`src/rtl/gs_div_prenorm.sv`:
```
// gs_div_prenorm: operand pre-normalizer for the Goldschmidt divider core.
// Captures a Q9.23 dividend/divisor pair, shifts the divisor one bit per cycle
// into [0.5, 1) and reports the signed shift count for the result stage.
// Optional macro: GSDIV_ZERO_DETECT_EN (flag a zero divisor in one SHIFT cycle).
module gs_div_prenorm #(
  parameter int unsigned WIDTH = 32,
  parameter int unsigned FRAC  = 23,
  parameter int unsigned SHW   = 6
) (
  input  logic             clk,
  input  logic             reset,
  input  logic             in_valid,
  output logic             in_ready,
  input  logic [WIDTH-1:0] dividend,
  input  logic [WIDTH-1:0] divisor,
  output logic             out_valid,
  input  logic             out_ready,
  output logic [WIDTH-1:0] norm_dividend,
  output logic [WIDTH-1:0] norm_divisor,
  output logic [SHW-1:0]   shift_cnt,
  output logic             div_zero
);

  // Count value at which a zero divisor is forced out when detection is off.
  localparam logic [SHW-1:0] L_CNT_FLOOR = SHW'(-int'(FRAC));

  typedef enum logic [1:0] {
    S_IDLE  = 2'd0,
    S_SHIFT = 2'd1,
    S_DONE  = 2'd2
  } state_t;

  state_t           r_state;
  logic             r_in_ready;
  logic             r_out_valid;
  logic [WIDTH-1:0] r_norm_dividend;
  logic [WIDTH-1:0] r_norm_divisor;
  logic [SHW-1:0]   r_shift_cnt;

  logic             w_above_one;
  logic             w_half_set;
  logic             w_cnt_floor;

  assign w_above_one = |r_norm_divisor[WIDTH-1:FRAC];
  assign w_half_set  = r_norm_divisor[FRAC-1];
  assign w_cnt_floor = (r_shift_cnt == L_CNT_FLOOR);

`ifdef GSDIV_ZERO_DETECT_EN
  logic r_div_zero;
  logic w_is_zero;

  assign w_is_zero = (r_norm_divisor == '0);
  assign div_zero  = r_div_zero;
`else
  assign div_zero  = 1'b0;
`endif

  assign in_ready      = r_in_ready;
  assign out_valid     = r_out_valid;
  assign norm_dividend = r_norm_dividend;
  assign norm_divisor  = r_norm_divisor;
  assign shift_cnt     = r_shift_cnt;

  // Capture, one-bit-per-cycle normalization and output handshake.
  always_ff @(posedge clk or negedge reset) begin
    if (!reset) begin
      r_state         <= S_IDLE;
      r_in_ready      <= 1'b1;
      r_out_valid     <= 1'b0;
      r_norm_dividend <= '0;
      r_norm_divisor  <= '0;
      r_shift_cnt     <= '0;
`ifdef GSDIV_ZERO_DETECT_EN
      r_div_zero      <= 1'b0;
`endif
    end else begin
      case (r_state)
        S_IDLE: begin
          if (in_valid) begin
            r_norm_dividend <= dividend;
            r_norm_divisor  <= divisor;
            r_shift_cnt     <= '0;
`ifdef GSDIV_ZERO_DETECT_EN
            r_div_zero      <= 1'b0;
`endif
            r_in_ready      <= 1'b0;
            r_state         <= S_SHIFT;
          end
        end

        S_SHIFT: begin
`ifdef GSDIV_ZERO_DETECT_EN
          if (w_is_zero) begin
            r_div_zero  <= 1'b1;
            r_out_valid <= 1'b1;
            r_state     <= S_DONE;
          end else
`endif
          if (w_above_one) begin
            r_norm_divisor <= {1'b0, r_norm_divisor[WIDTH-1:1]};
            r_shift_cnt    <= r_shift_cnt + SHW'(1);
          end else if (!w_half_set) begin
            // Only a zero divisor can reach the floor; stop it from spinning.
            if (w_cnt_floor) begin
              r_out_valid <= 1'b1;
              r_state     <= S_DONE;
            end else begin
              r_norm_divisor <= {r_norm_divisor[WIDTH-2:0], 1'b0};
              r_shift_cnt    <= r_shift_cnt - SHW'(1);
            end
          end else begin
            r_out_valid <= 1'b1;
            r_state     <= S_DONE;
          end
        end

        S_DONE: begin
          if (out_ready) begin
            r_out_valid <= 1'b0;
            r_in_ready  <= 1'b1;
            r_state     <= S_IDLE;
          end
        end

        default: begin
          r_out_valid <= 1'b0;
          r_in_ready  <= 1'b1;
          r_state     <= S_IDLE;
        end
      endcase
    end
  end

endmodule
```
`config.mk`:
```
export PLATFORM = sky130hd
export DESIGN_NAME = gs_div_prenorm
export DESIGN_NICKNAME = d
export VERILOG_FILES = /design/src/rtl/gs_div_prenorm.sv
export SDC_FILE = /design/constraint.sdc
export NUM_CORES = 1
export LEC_CHECK = 0
export ABC_AREA = 1
export ABC_CLOCK_PERIOD_IN_PS = 2500
export CELL_PAD_IN_SITES_DETAIL_PLACEMENT = 0
export CELL_PAD_IN_SITES_GLOBAL_PLACEMENT = 2
export CORE_MARGIN = 2
export CORE_UTILIZATION = 24
export CTS_CLUSTER_SIZE = 40
export DETAILED_ROUTE_END_ITERATION = 8
export PLACE_DENSITY_LB_ADDON = 0.1
export SLEW_MARGIN = 5
export SYNTH_ARGS = -nofsm -noshare
export SYNTH_HDL_FRONTEND = slang
export SYNTH_SLANG_ARGS = --single-unit
```
`constraint.sdc`:
```
create_clock -name clk -period 2.5 [get_ports clk]
set_input_delay 0.625 -clock clk [delete_from_list [all_inputs] [get_ports clk]]
set_output_delay 0.625 -clock clk [all_outputs]
set_load 0.01 [all_outputs]
```
==> results.toml <==
[run_status]
status = "finished, final reports clean"

[pwr]
power_frac_clock = 0.182
p_sw_w = 0.00333
ir_drop_v = 0.000399
power_frac_comb = 0.526
p_int_w = 0.00456
p_leak_nw = 2.86
finalPower_w = 0.00789
power.density_nw_per_um2 = 1360
seqPwrFrac = 0.293
swShare = 0.422

[placement]
dp_hpwl_um = 8940
gp_congestion = 0.757
portBuffers = 139

[worst_setup_path]
required_ns = 2.71
worstSetupEndpointType = "flop"
critPathKind = "flop to flop"
cp.arrival_ns = 2.27
cp_max_fo = 36
startpoint_type = "flop"

[sta]
fin_setup_tns_ns = 0
fin_crit_sh = 0.825
fin_skew_ns = 0.00814
rsz0062_at_grt = "no"
slew_headroom = 0.613
post-route-min-period_ns = 2.06
fmax_mhz = 485
hold_violations = 0
setup_violations = 0
drv_slew = 0
tightest_slew_ns = 0.580

[floorplanning]
io_pins = 141
fp.coreArea_um2 = 15800
rows = 46
die-area_um2 = 17200
die-width_um = 131
die_h_um = 131
start_util = 0.245

[logic_synthesis]
syn-cell-area_um2 = 3880
yosysWarnings = 0
ys_seq_area_frac = 0.478
yosys.cell_types.count = 32
avgSynthCellArea_um2 = 7.31
synthesis.nets = 603
synth-seq-cells = 74
synth_cells = 530

[grt]
grt_pass1_vias = 3834
antenna_found_initial = 0
grt_first_pass_wirelength_um = 20300
grt_usage = 0.154
grt_max_degree = 39
grt_overflow = 0

[routing]
drt_iter0_drc = 147
drcViolationCount = 0
drt_wl_total_um = 12900
wl_per_cell_um = 14.5
drtAntennaViolNets = 0
drt_pre_antenna_iters = 4
vias_per_cell = 4.27
vias = 3795

[clocking]
cts.clk_slew.worst_paths_ns = 0.06
cts_root_buf = "clkbuf_16"
clock_path_buffers = 2
numCtsBuffers = 9
post-cts-setup-buffers = 0
cts_tree = "done"
clk_latency_ns = 0.34
cts_hold_buf = 0
cts_sinks = 74
htreeDepth = 3
cts_resized = 0

[layout]
final_common_cell = "nand2_1"
drive_gt1_frac = 0.0699
finalNetCount = 740
final_cell_mix = "nand2_1 (293), clkdlybuf4s50_1 (138), dfrtp_1 (73)"
antennaDiodeCount = 0
area_delta_synth_final_pct = 50.0

[hold_path]
hold_class = "input port to async pin"

[job]
cap_violations = 0
[cell type report]
type	count	area (µm²)
clock buffers	11	243
clock inverters	5	77.6
fillers	1683	10000
inverters	36	135
multi-input cells	396	1750
flip-flops and latches	74	1850
well taps	216	270
repair buffers	150	1480
[stage by stage]
| stage | cells | util | setup slack [ns] | hold WS (ns) | instance area (µm²) |
|---|---|---|---|---|---|
| 6_report | 888 | 0.367 | 0.438 | 0.275 | 5820 |
| 5_1_grt | 888 | 0.367 | 0.192 | 0.313 | 5820 |
| 3_5_place_dp | 872 | 0.347 | 0.403 | 0.464 | 5500 |
| 4_1_cts | 888 | 0.367 | 0.405 | 0.307 | 5820 |
| 2_1_floorplan | 530 | - | 0.464 | 0.329 | 3880 |
| 3_3_place_gp | 872 | 0.347 | 0.434 | 0.462 | 5500 |
[logic make-up (layout without fill, tap and decap cells)]
logic type / after synthesis / in the layout / share of synthesized area
simple gates: 359 / 359 / 0.384
flops: 74 / 74 / 0.478
buf+inv: 60 / 202 / 0.0697
compound gates: 27 / 27 / 0.0400
fa+ha+maj: 5 / 5 / 0.0181
xor+xnor: 3 / 3 / 0.00678
other cells: 1 / 1 / 0.000967
mux: 1 / 1 / 0.00258
[cell usage after synthesis]
library cell / n / area, µm²
nand2_4: 1 / 11.3
ha_1: 4 / 50.1
mux2i_1: 1 / 10.0
buf_1: 4 / 15.0
nand2_2: 1 / 6.26
conb_1: 1 / 3.75
inv_2: 4 / 15.0
nor2_8: 1 / 20.0
nor3_1: 2 / 10.0
xor2_1: 2 / 17.5
nor2_1: 8 / 30.0
o21ai_1: 5 / 25.0
nand2_1: 293 / 1100
buf_2: 6 / 30.0
nand3_2: 1 / 10.0
fa_1: 1 / 20.0
nand3_4: 1 / 17.5
clkbuf_1: 7 / 26.3
o21ai_2: 5 / 43.8
nand3_1: 45 / 225
nand4_1: 1 / 6.26
xnor2_1: 1 / 8.76
o21ai_0: 11 / 55.1
dfrtp_1: 73 / 1830
inv_1: 32 / 120
a31oi_1: 1 / 6.26
nor2_4: 4 / 45.0
buf_4: 4 / 30.0
dfstp_2: 1 / 26.3
nor2_2: 1 / 6.26
a21oi_1: 5 / 25.0
buf_6: 3 / 33.8
[state kept, by name, indices dropped and copies added (netlist names)]
signal / cells
norm_divisor: 32
in_ready: 1
r_state: 2
out_valid: 1
norm_dividend: 32
shift_cnt: 6
[per-layer routing]
metal | GRT usage | wire length [µm] | vias to the layer above
li1 | - | - | 1905
met2 | 0.244 | 5780 | 126
met4 | 0.0507 | 171 | 0
met5 | 0 | 0 | -
met1 | 0.198 | 5750 | 1753
met3 | 0.0519 | 1170 | 11
[power by group through the flow]
stage | Clock (W) | Sequential [W] | Combinational, W
detailed placement | 0 | 0.00232 | 0.00422
global route | 0.00153 | 0.00240 | 0.00466
CTS | 0.00148 | 0.00232 | 0.00424
global placement | 0 | 0.00232 | 0.00419
finish | 0.00143 | 0.00231 | 0.00415
floorplan | 0 | 0.00245 | 0.00219
[final timing paths]
kind,start,endpoint,slack [ns],cells past startpoint
min in group clk,norm_dividend[27],norm_dividend[27],0.48,2
worst max-delay path,norm_divisor[25],norm_divisor[28],0.44,9
worst max register to register,norm_divisor[25],norm_divisor[28],0.44,9
worst min-delay path,reset,norm_divisor[31],0.27,1
worst min register to register,norm_dividend[27],norm_dividend[27],0.48,2
max in group asynchronous,reset,norm_dividend[0],1.55,2
[critical path, cell delays in order, from the launching register on]
cell	delay, ns
dfrtp_1	0.40
nor2_1	0.17
nand3_1	0.14
nor2_4	0.18
buf_4	0.27
nor2_4	0.09
nor2_8	0.15
nand2_4	0.28
nand2_1	0.17
o21ai_2	0.06
No activity file was read; power rests on OpenSTA's default activity.
